**src/rtl/truth_table_sweeper.sv**
```systemverilog
// Sweeps {a,b,c,d} through 0..15 and holds each value HOLD_CYCLES cycles, then samples x into table_out.
// Latency: done pulses 16*HOLD_CYCLES+1 edges after start is accepted. No backpressure; start is ignored unless idle.
// Optional macro SWEEP_MISMATCH_EN adds an exp_table compare (mismatch_vec / mismatch_cnt).
module truth_table_sweeper #(
    parameter int HOLD_CYCLES = 4
) (
    input  logic        clk,
    input  logic        rst_n,
    input  logic        start,
    input  logic        x,
`ifdef SWEEP_MISMATCH_EN
    input  logic [15:0] exp_table,
    output logic [15:0] mismatch_vec,
    output logic [4:0]  mismatch_cnt,
`endif
    output logic        a,
    output logic        b,
    output logic        c,
    output logic        d,
    output logic        busy,
    output logic        done,
    output logic [15:0] table_out
);

    typedef enum logic [1:0] {
        IDLE = 2'd0,
        RUN  = 2'd1,
        DONE = 2'd2
    } state_t;

    localparam logic [7:0] HOLD_LAST = 8'(HOLD_CYCLES - 1);

    state_t      state;
    state_t      state_nxt;
    logic [3:0]  idx;
    logic [7:0]  hold_cnt;
    logic        sample;
    logic        accept;

    assign accept = (state == IDLE) && start;
    assign sample = (state == RUN) && (hold_cnt == HOLD_LAST);

    always_comb begin
        state_nxt = state;
        case (state)
            IDLE:    if (start) state_nxt = RUN;
            RUN:     if (sample && (idx == 4'hF)) state_nxt = DONE;
            DONE:    state_nxt = IDLE;
            default: state_nxt = IDLE;
        endcase
    end

    // Stimulus and busy come only from state/index registers, never from inputs.
    assign busy         = (state == RUN);
    assign {a, b, c, d} = (state == RUN) ? idx : 4'h0;

    always_ff @(posedge clk) begin
        if (!rst_n) begin
            state     <= IDLE;
            idx       <= 4'h0;
            hold_cnt  <= 8'h00;
            table_out <= 16'h0000;
            done      <= 1'b0;
        end else begin
            state <= state_nxt;
            // Registered from the DONE state, so the pulse lands one edge after the last sample.
            done  <= (state == DONE);
            if (accept) begin
                idx       <= 4'h0;
                hold_cnt  <= 8'h00;
                table_out <= 16'h0000;
            end else if (state == RUN) begin
                if (sample) begin
                    table_out[idx] <= x;
                    hold_cnt       <= 8'h00;
                    idx            <= idx + 4'h1;
                end else begin
                    hold_cnt <= hold_cnt + 8'h01;
                end
            end
        end
    end

`ifdef SWEEP_MISMATCH_EN
    logic miss;
    assign miss = x ^ exp_table[idx];

    always_ff @(posedge clk) begin
        if (!rst_n) begin
            mismatch_vec <= 16'h0000;
            mismatch_cnt <= 5'd0;
        end else if (accept) begin
            mismatch_vec <= 16'h0000;
            mismatch_cnt <= 5'd0;
        end else if (sample) begin
            mismatch_vec[idx] <= miss;
            mismatch_cnt      <= mismatch_cnt + {4'd0, miss};
        end
    end
`endif

endmodule

```
**config.mk**
```make
export PLATFORM = sky130hd
export DESIGN_NAME = truth_table_sweeper
export DESIGN_NICKNAME = d
export VERILOG_FILES = /design/src/rtl/truth_table_sweeper.sv
export SDC_FILE = /design/constraint.sdc
export NUM_CORES = 1
export LEC_CHECK = 0
export ABC_AREA = 1
export BUFFER_PORTS_ARGS = -buffer_cell sky130_fd_sc_hd__buf_4
export CAP_MARGIN = 20
export CORE_AREA = 2 2 57 59
export CTS_CLUSTER_DIAMETER = 30
export DETAILED_ROUTE_END_ITERATION = 8
export DIE_AREA = 0 0 59 61
export PLACE_DENSITY_LB_ADDON = 0.05
export SETUP_SLACK_MARGIN = 0.05
export SLEW_MARGIN = 20
export SYNTH_ARGS = -nofsm -noshare
export SYNTH_HDL_FRONTEND = slang
export SYNTH_SLANG_ARGS = --single-unit
```
**constraint.sdc**
```tcl
create_clock -name clk -period 2.2 [get_ports clk]
set_clock_uncertainty 0.05 [all_clocks]
set_input_delay 0.11 -clock clk [delete_from_list [all_inputs] [get_ports clk]]
set_output_delay 0.11 -clock clk [all_outputs]
set_load 0.01 [all_outputs]
```
==> results.yml <==
worst_setup_path:
  reg2reg_slack_ns: 0.62
  startpoint_type: "flip-flop"
  path_max_fanout: 36
  path_class: "reg2out"
  cp.required_ns: 2.04
  cp-end-kind: "primary output"
  worst_ep_arrival_time_ns: 1.56
pwr:
  intPower_mw: 0.855
  ir_drop_mv: 0.476
  pwr-share-clk_pct: 41.7
  pwr_density_cell_nw_per_um2: 574
  seqPwrFrac_pct: 50.5
  power_frac_comb_pct: 7.9
  sw_frac_of_total_pct: 24.1
  p_leak_nw: 0.785
  power.switching_mw: 0.272
placed_design:
  gp_congestion: 0.825
  dp_hpwl_mm: 2.48
  portBuffers: 25
route:
  wl_per_cell_um: 11.4
  finalWirelength_mm: 3.54
  routed.top_layer: "met4"
  drt_drc_violations_left: 0
  firstDrtPassIters: 4
  drt-initial-drc-count: 47
  wl_met3_um: 183
  viasPerCell: 5.32
  vias: 1650
  drt-met1-wl_mm: 1.70
  wl_met2_mm: 1.58
  postRouteAntennaNets: 0
flow_run:
  maxCapViolations: 0
synthesis:
  synthArstFlopShare_pct: 0
  synth_warnings: 0
  netlist_top_cells_area: "dfxtp_1 (36%), nand2_1 (12%), nand3_1 (9.1%)"
  yosysMostFrequentCell: "nand2_1"
  yosys.cell_types.count: 23
  synth_cells: 254
  syn_area_per_cell_um2: 6.73
  yosysTopAreaCell: "dfxtp_1"
  synth_seq_area_share_pct: 36.3
  synthFlopType: "dfxtp_1"
  synth_top_area_share_pct: 36.3
  synth-edff-count: 0
  synthTopCellsByCount: "nand2_1 (54), nor2_1 (38), dfxtp_1 (31), nand3_1 (31), a21oi_1 (22)"
  synth_area_um2: 1710
  syn_nets: 263
  ys_seq_elements: 31
timing:
  drv_slew: 0
  min_period_ns: 1.72
  setup_viol: 0
  rsz0062_at_grt: "false"
  timing.final.crit_share_pct: 78.4
  relSlewSlack_pct: 73.9
  tightest_slew_ns: 0.391
  max_freq_ghz: 0.580
  setup-tns-final_ns: 0
  final-hold-violation-count: 0
global_routing:
  grt_max_degree: 37
  antenna_found_initial: 0
  grt_pass1_wl_mm: 5.98
  grt_pass1_vias: 1405
  grt_usage_pct: 22.3
  grt_overflow: 0
layout:
  n_antenna_cell: 0
  layout-drive-gt1-share_pct: 17.0
  ff_latch_area_um2: 621
  multi_input_area_um2: 906
  num-fill-cells: 295
  utilization_pct: 66.5
  areaGrowthSynthToFinish_pct: 14.9
  layout.nets: 285
clocking:
  clk_latency_ns: 0.34
  cts.sinks: 31
  clk_pin_slew_ns: 0.09
  cts-root-buf: "clkbuf_4"
  cts.path.max_buffers: 2
  cts.htree.levels: 2
  cts_resized: 0
  cts_made_buffers: 5
  cts_tree: "built"
die:
  io_pins: 26
  start_util_pct: 57.9
  num_rows: 20
  die_width_um: 59
  core_area_um2: 2950
  die_h_um: 61
  dieArea_um2: 3600
min_path:
  hold_class: "in2reg"
run_status:
  run_status: "finished clean"
==> cell usage in the layout (no fill, tap or decap), types with 2 or more instances in the layout <==
| cell type | n |
|---|---|
| nand4_1 | 18 |
| nand3_1 | 31 |
| nand2_1 | 54 |
| a21oi_1 | 22 |
| inv_1 | 21 |
| nor2_4 | 4 |
| nor2_1 | 38 |
| buf_4 | 27 |
| dfxtp_1 | 31 |
| inv_2 | 4 |
| ha_1 | 5 |
| o21ai_0 | 2 |
| o21ai_1 | 3 |
| nand2_2 | 2 |
| clkbuf_4 | 5 |
==> power groups by stage <==
stage	combinational [mW]	sequential (mW)	clock [mW]
floorplan	0.0673	0.581	0
global placement	0.0860	0.582	0
detailed placement	0.0859	0.582	0
CTS	0.0882	0.569	0.482
global route	0.0997	0.570	0.502
finish	0.0885	0.569	0.469
==> sequential cells by signal, summed over array words and instances (netlist names) <==
register / flops
idx: 4
hold_cnt: 8
done: 1
table_out: 16
state: 2
==> final cells by class <==
class	count	area share, %
multi-input cells	184	46.1
clock inverters	2	1.78
inverters	26	4.97
clock buffers	6	2.61
repair buffers	28	10.8
well taps	33	2.10
flip-flops and latches	31	31.6
==> final timing paths <==
kind | from | endpoint | depth (start not counted)
worst min-delay path | start | state[0]$_SDFFE_PN0P_ | 5
worst min register to register | table_out[8]$_SDFFE_PP0P_ | table_out[8]$_SDFFE_PP0P_ | 2
worst max-delay path | state[0]$_SDFFE_PN0P_ | busy | 4
worst max register to register | hold_cnt[1]$_SDFFE_PP0N_ | table_out[12]$_SDFFE_PP0P_ | 7
==> metal layers <==
layer  GRT usage [%]  vias up
li1                -      873
met1            28.2      736
met2            34.3       34
met3            6.61        7
met4            12.0        0
met5               0        -
==> cell families after synthesis <==
kind of cell    count (synthesis)  share of synthesized area, %
compound gates                 27                          7.91
fa+ha+maj                       5                          3.66
simple gates                  151                          40.9
flops                          31                          36.3
buf+inv                        39                          10.7
xor+xnor                        1                         0.513
==> through the flow <==
step / std cells / hold WS [ns] / area [um2] / setup slack (ns) / power [mW]
floorplan: 254 / 0.179 / 1710 / 0.858 / 0.649
global placement: 301 / 0.292 / 1870 / 0.664 / 0.668
detailed placement: 301 / 0.288 / 1870 / 0.630 / 0.668
CTS: 310 / 0.0815 / 1960 / 0.479 / 1.14
global route: 310 / 0.0958 / 1960 / 0.371 / 1.17
finish: 310 / 0.0962 / 1960 / 0.475 / 1.13
==> critical path: stages (launching register included) <==
cell     delay (ns)
dfxtp_1        0.38
inv_2          0.07
nor2_4         0.21
buf_4          0.37
buf_4          0.19
==> repair_timing <==
action                                 in CTS  in global routing
endpoints found under the hold margin       2                  0
setup buffers                               0                  0
hold buffers                                1                  0
Power figures use the tool's default switching activity.
